**config.mk**
```make
export PLATFORM = sky130hd
export DESIGN_NAME = host_mem_ctrl
export DESIGN_NICKNAME = d
export VERILOG_FILES = /design/src/rtl/host_mem_ctrl.sv
export SDC_FILE = /design/constraint.sdc
export NUM_CORES = 2
export LEC_CHECK = 0
export BUFFER_PORTS_ARGS = -buffer_cell sky130_fd_sc_hd__buf_2
export CELL_PAD_IN_SITES_DETAIL_PLACEMENT = 1
export CELL_PAD_IN_SITES_GLOBAL_PLACEMENT = 1
export CORE_AREA = 10 10 493 495
export CTS_BUF_LIST = sky130_fd_sc_hd__clkbuf_16
export CTS_CLUSTER_DIAMETER = 30
export DETAILED_ROUTE_END_ITERATION = 10
export DIE_AREA = 0 0 503 505
export PLACE_DENSITY = 0.47
export SLEW_MARGIN = 10
export SYNTH_ARGS = -nofsm -noshare
export SYNTH_HDL_FRONTEND = slang
export SYNTH_SLANG_ARGS = --single-unit
```
**constraint.sdc**
```tcl
create_clock -name clk -period 44 [get_ports clk]
set_clock_uncertainty 0.15 [all_clocks]
set_input_delay 6.6 -clock clk [delete_from_list [all_inputs] [get_ports clk]]
set_output_delay 6.6 -clock clk [all_outputs]
set_load 0.05 [all_outputs]
```
**src/rtl/host_mem_ctrl.sv**
```systemverilog
// Single-cache-line bridge between the miner core's word port and the AFU DMA channels.
// Reads stream one host line out as words; writes gather words into one host line.
module host_mem_ctrl #(
    parameter int ADDR_WIDTH = 64,
    parameter int LINE_WIDTH = 512,
    parameter int WORD_WIDTH = 32
) (
    input  logic                  clk,
    input  logic                  rst,
    input  logic                  host_init,
    input  logic [1:0]            mem_op,
    input  logic [ADDR_WIDTH-1:0] cpu_addr,
    input  logic [ADDR_WIDTH-1:0] address_offset,
    input  logic [WORD_WIDTH-1:0] cpu_in,
    input  logic                  cpu_in_valid,
    output logic [WORD_WIDTH-1:0] cpu_out,
    output logic                  rd_valid,
    output logic                  ready,
    output logic                  tx_done,
    input  logic                  host_rd_ready,
    input  logic                  host_wr_ready,
    input  logic [LINE_WIDTH-1:0] host_data_bus_read_in,
    output logic [LINE_WIDTH-1:0] host_data_bus_write_out,
    output logic [ADDR_WIDTH-1:0] corrected_address,
    output logic                  host_re,
    output logic                  host_we,
    output logic                  host_rgo,
    output logic                  host_wgo,
    output logic [2:0]            dbg_state
);
    localparam int WORDS = LINE_WIDTH / WORD_WIDTH;
    localparam int CW    = $clog2(WORDS);
    localparam int LSB   = $clog2(LINE_WIDTH / 8);
    localparam logic [CW-1:0] LAST = CW'(WORDS - 1);

    localparam logic [2:0] S_IDLE       = 3'd0;
    localparam logic [2:0] S_RD_GO      = 3'd1;
    localparam logic [2:0] S_RD_WAIT    = 3'd2;
    localparam logic [2:0] S_RD_STREAM  = 3'd3;
    localparam logic [2:0] S_WR_COLLECT = 3'd4;
    localparam logic [2:0] S_WR_GO      = 3'd5;
    localparam logic [2:0] S_WR_WAIT    = 3'd6;
    localparam logic [2:0] S_DONE       = 3'd7;

    logic [2:0]            state_q, state_d;
    logic                  armed_q, armed_d;
    logic [CW-1:0]         cnt_q, cnt_d;
    logic [LINE_WIDTH-1:0] line_q, line_d;
    logic [LINE_WIDTH-1:0] wr_q, wr_d;
    logic [ADDR_WIDTH-1:0] addr_q, addr_d;

    // Handshakes: every DMA strobe is a one-cycle level decoded from state;
    // host_re/host_we additionally require the channel's ready in that same cycle.
    always_comb begin
        ready    = armed_q && (state_q == S_IDLE);
        host_rgo = (state_q == S_RD_GO);
        host_re  = (state_q == S_RD_WAIT) && host_rd_ready;
        rd_valid = (state_q == S_RD_STREAM);
        host_wgo = (state_q == S_WR_GO);
        host_we  = (state_q == S_WR_WAIT) && host_wr_ready;
        tx_done  = (state_q == S_DONE);
        cpu_out  = rd_valid ? line_q[int'(cnt_q)*WORD_WIDTH +: WORD_WIDTH] : '0;
        host_data_bus_write_out = wr_q;
        corrected_address       = addr_q;
        dbg_state               = state_q;
    end

    always_comb begin
        state_d = state_q;
        armed_d = armed_q | host_init;
        cnt_d   = cnt_q;
        line_d  = line_q;
        wr_d    = wr_q;
        addr_d  = addr_q;
        case (state_q)
            S_IDLE: begin
                if (ready && (mem_op == 2'b01 || mem_op == 2'b10)) begin
                    // Line index to byte address: top LSB bits of the index fall off.
                    addr_d  = address_offset + {cpu_addr[ADDR_WIDTH-LSB-1:0], {LSB{1'b0}}};
                    cnt_d   = '0;
                    state_d = (mem_op == 2'b01) ? S_RD_GO : S_WR_COLLECT;
                end
            end
            S_RD_GO: state_d = S_RD_WAIT;
            S_RD_WAIT: begin
                if (host_rd_ready) begin
                    line_d  = host_data_bus_read_in;
                    cnt_d   = '0;
                    state_d = S_RD_STREAM;
                end
            end
            S_RD_STREAM: begin
                cnt_d = cnt_q + 1'b1;
                if (cnt_q == LAST) state_d = S_DONE;
            end
            S_WR_COLLECT: begin
                if (cpu_in_valid) begin
                    line_d[int'(cnt_q)*WORD_WIDTH +: WORD_WIDTH] = cpu_in;
                    cnt_d = cnt_q + 1'b1;
                    if (cnt_q == LAST) state_d = S_WR_GO;
                end
            end
            S_WR_GO: state_d = S_WR_WAIT;
            S_WR_WAIT: begin
                if (host_wr_ready) begin
                    wr_d    = line_q;
                    state_d = S_DONE;
                end
            end
            default: state_d = S_IDLE;
        endcase
    end

    always_ff @(posedge clk or posedge rst) begin
        if (rst) begin
            state_q <= S_IDLE;
            armed_q <= 1'b0;
            cnt_q   <= '0;
            line_q  <= '0;
            wr_q    <= '0;
            addr_q  <= '0;
        end else begin
            state_q <= state_d;
            armed_q <= armed_d;
            cnt_q   <= cnt_d;
            line_q  <= line_d;
            wr_q    <= wr_d;
            addr_q  <= addr_d;
        end
    end
endmodule

```
Word level (Yosys, flattened, before mapping)
Cells that the tools add are included.
{"block": "word_totals", "regBits": 1096, "inputBits": 680, "out_inout_bits": 618, "wordCells": 59}
{"block": "classes", "addsub": 3, "eq_ne": 16, "n_shift": 3, "muxes": 17, "bitwise_logic": 1, "reduce_logical": 13}
{"op": "two-way mux 512 bit", "count": 2}
{"op": "case mux 512 bit (2 select lines)", "count": 1}
{"op": "bitwise mux 512 bit", "count": 1}
{"op": "variable shift 32 x 33 -> 512 bit, first input constant", "count": 1}
{"op": "variable part select 32 x 33 -> 512 bit", "count": 1}
{"op": "variable part select 512 x 10 -> 32 bit", "count": 1}
{"op": "adder 64 bit", "count": 1}
{"op": "negator 9 -> 33 bit", "count": 1}
{"op": "two-way mux 32 bit", "count": 1}
{"op": "two-way mux 3 bit", "count": 7}
{"op": "case mux 3 bit (7 select lines)", "count": 1}
{"op": "case mux 4 bit (4 select lines)", "count": 1}
{"op": "equality test 3 bit, second input constant", "count": 4}
{"op": "two-way mux 4 bit", "count": 3}
{"op": "inequality test 2 bit, second input constant", "count": 4}
{"op": "equality test 3 x 2 -> 1 bit, second input constant", "count": 2}
{"op": "AND reduction 6 bit", "count": 1}
{"op": "adder 4 x 1 -> 4 bit, second input constant", "count": 1}
{"op": "equality test 4 bit, second input constant", "count": 1}
{"op": "logical AND 1 bit", "count": 4}
{"op": "inequality test 2 x 1 -> 1 bit, second input constant", "count": 2}
{"op": "AND reduction 2 bit", "count": 2}
{"op": "AND reduction 4 bit", "count": 1}
{"op": "nonzero test 4 bit", "count": 1}
{"op": "8 further kinds", "count": 8}

Longest topological paths before layout
{"block": "depth", "depth_word": 5, "depth_mapped": 13, "mapped_depth_nobuf": 13}

Least setup slack after synthesis
Ideal clock, no wire load.
{"block": "synth_timing", "kind": "input to output", "startpoint": "input host_wr_ready", "endpoint": "output host_we", "arrival_ns": 7.681, "required_time_ns": 37.250, "path_slack_ns": 29.569, "cell_stages": 4, "n_path_buf": 1, "cell_sequence": "nand2_1 > or2_2 > inv_2 > clkbuf_1"}
{"block": "synth_via", "elab_chain_len": 1}
{"item": "start: declaration", "line_no": "21", "rtl": "input logic host_wr_ready,"}
{"item": "logical AND 1 bit", "line_no": "60", "rtl": "host_we = (state_q == S_WR_WAIT) && host_wr_ready;"}
{"item": "end: declaration", "line_no": "26", "rtl": "output logic host_we,"}
Every way passes these cells.

Final worst setup path
Same ends and word-level chain as after synthesis.

==> flow_summary.json <==
{
  "rows": 177,
  "post-route-util_pct": 31.43,
  "critPathKind": "input pin to output port",
  "holdWs_ns": 0.2951,
  "ctsHoldBuffers": 0,
  "cp.required_ns": 37.25,
  "io_buffers": 1291,
  "dieHeight_um": 505,
  "reg2reg_to": "host_data_bus_write_out[373]",
  "synth_top_family_by_area": "simple AND/OR/NAND/NOR gates",
  "ys_async_sr_fraction_pct": 100.0,
  "syn_to_final_growth_pct": 41.35,
  "maxCapViolations": 0,
  "start_util_pct": 22.23,
  "peakVddDrop_uv": 53.07,
  "die_x_um": 503,
  "synth-seq-cells": 1096,
  "cts_made_buffers": 378,
  "drive_above_1_share_pct": 29.68,
  "numClockSinks": 1096,
  "dp_slack_ns": 28.97,
  "synthTopCellsByArea": "dfrtp_1 (53%), nand2_1 (14%), mux4_2 (7.0%)",
  "yosysTopAreaCellShare_pct": 53.10,
  "root_buffer": "clkbuf_16",
  "max_freq_ghz": 0.06711,
  "synth_fp_nets": 6288,
  "arrival_ns": 8.15,
  "r2r_slack_ns": 39.08,
  "cts_setup_buffers": 0,
  "grt_pass1_wl_um": 478800,
  "reg2reg_from": "dbg_state[2]",
  "die_area_mm2": 0.2540,
  "path_clk_slew_ns": 0.04,
  "tightest_slew_ns": 1.192,
  "viasPerCell": 5.020,
  "ys_warn_count": 0,
  "hpwl_um": 261100,
  "finalHoldViolations": 0,
  "synth_area_per_cell_um2": 9.313,
  "cts_tree": "done",
  "cp-start-kind": "input pin",
  "grt_pass1_vias": 53770,
  "post-route-drc-count": 0,
  "setup_ws_ns": 29.10,
  "fin_crit_ns": 14.90,
  "slew_headroom_pct": 20.50,
  "reg2regPathDepth": 9,
  "hold_depth": 2,
  "grt_overflow": 0,
  "synthAdderAreaFrac_pct": 1.516,
  "core_mm2": 0.2323,
  "hold_end": "host_data_bus_write_out[369]",
  "ys.flop_type": "dfrtp_1",
  "worstSetupEndpointType": "output port",
  "period_share_pct": 33.86,
  "seq_area_frac_synth_pct": 53.10,
  "first_pass_iters": 5,
  "seq_area_mm2": 0.02744,
  "wl_um": 358200,
  "muxShareOfSynthArea_pct": 7.171,
  "holdCritStartpoint": "line_q[369]",
  "ant_nets": 0,
  "fillers": 26680,
  "status": "complete, no violations",
  "drv_slew": 0,
  "antenna_found_initial": 169,
  "ys_types": 64,
  "setup_viol": 0,
  "synth_compound_area_share_pct": 15.89,
  "crit_fanout": 106,
  "cts_max_level": 5,
  "power_density_mw_per_mm2": 101.0,
  "synth_edf_count": 0,
  "grt_setup_unrepaired": "no",
  "cts_buffer_depth": 4,
  "multiInputGateArea_mm2": 0.02262,
  "critPathLaunch": "host_wr_ready",
  "synth_cells": 5546,
  "synth_top_area_cell": "dfrtp_1",
  "synth_area_mm2": 0.05165,
  "setup_tns_ns": 0,
  "gp_congestion": 0.8773,
  "p_leak_uw": 0.03581,
  "grtUsageTotal_pct": 27.02,
  "wire_per_inst_um": 34.99,
  "initialDrtViolationCount": 4003,
  "synth_simple_gate_area_share_pct": 17.84,
  "grt_max_degree": 170,
  "worstSkewPairLatency_ns": 0.95,
  "route.vias.total": 51400,
  "ctsResizeCount": 0,
  "io_pins": 1298,
  "hold_class": "flip-flop to flip-flop",
  "nNetsFinal": 7581,
  "synthXorXnorAreaFrac_pct": 0.8648
}
[placed cells by master, fill, tap and decap left out, types with 64 or more instances in the layout]
cell and instances:
nor2_1 268, buf_2 1291, a21oi_1 298, clkbuf_16 383, inv_1 100, buf_4 82
diode_2 64, clkinv_2 80, nand2_1 1944, o21ai_0 365, dfrtp_1 1093, a22oi_1 439
clkinv_1 84, a32oi_1 71, mux4_2 160
[layer usage]
layer	track usage, %	wire length (um)	vias to the layer above
met5	0	363	-
li1	-	-	21910
met2	44.23	168400	2282
met3	8.861	29850	710
met4	12.11	16900	58
met1	32.10	142700	26440
[metrics by stage]
stage / std cells / instance area (um2) / power (uW)
floorplan: 5546 / 51650 / 3600
global placement: 9502 / 61190 / 4933
detailed placement: 9502 / 61190 / 4975
CTS: 10180 / 72850 / 7467
global route: 10210 / 72930 / 7713
finish: 10240 / 73010 / 7374
[critical path, stage by stage]
cell     delay, ns
buf_2         0.08
nand2_1       0.06
or2_4         0.45
inv_8         0.48
buf_2         0.39
[Yosys cell counts (9+ instances only)]
library cell  number
a21o_1            18
dfrtp_1         1096
buf_1             14
nand2_1         1950
a21oi_1          306
and2_1            39
mux4_2           160
nand2b_1          12
a22oi_1          439
inv_1             25
buf_2             11
xnor2_1           26
o21ai_1           37
nor2_1           276
nor2b_1           10
clkbuf_1         441
ha_1              61
xor2_1            25
o21ai_0          366
nor3_1            11
nand3_1           26
nand4_1           12
a32oi_1           71
a31oi_1            9
and3_1            11
[flip-flops by register name (all words and copies together) (netlist names)]
name	cells
armed_q	1
cnt_q	4
corrected_address	64
dbg_state	3
host_data_bus_write_out	512
line_q	512
[worst max path at each step]
| stage | end | depth (start not counted) |
|---|---|---|
| global route | host_we | 5 |
| CTS | host_we | 5 |
| global placement | host_we | 5 |
| floorplan | armed_q | 1 |
| finish | host_we | 5 |
| detailed placement | host_we | 5 |
[cells by family after synthesis]
logic type | count (synthesis)
xor gates and xnor gates | 51
adders and majority gates | 62
buffers and inverters | 494
AOI/OAI and AO/OA | 1308
and+or+nand+nor | 2366
DFF | 1096
muxes | 169
[layout make-up]
class	count	area share, %
multi-input combinational	3956	30.98
timing repair buffer	1380	9.885
inverter	27	0.1594
antenna	64	0.2194
clock inverter	290	2.840
tap	3043	5.215
clock buffer	383	13.13
sequential	1096	37.58
[where the power goes]
group	switching, uW	leakage [uW]	internal [uW]
Sequential	415	0.0135	1490
Clock	752	0.00604	1700
Combinational	2310	0.0163	709
Power figures use the tool's default switching activity.
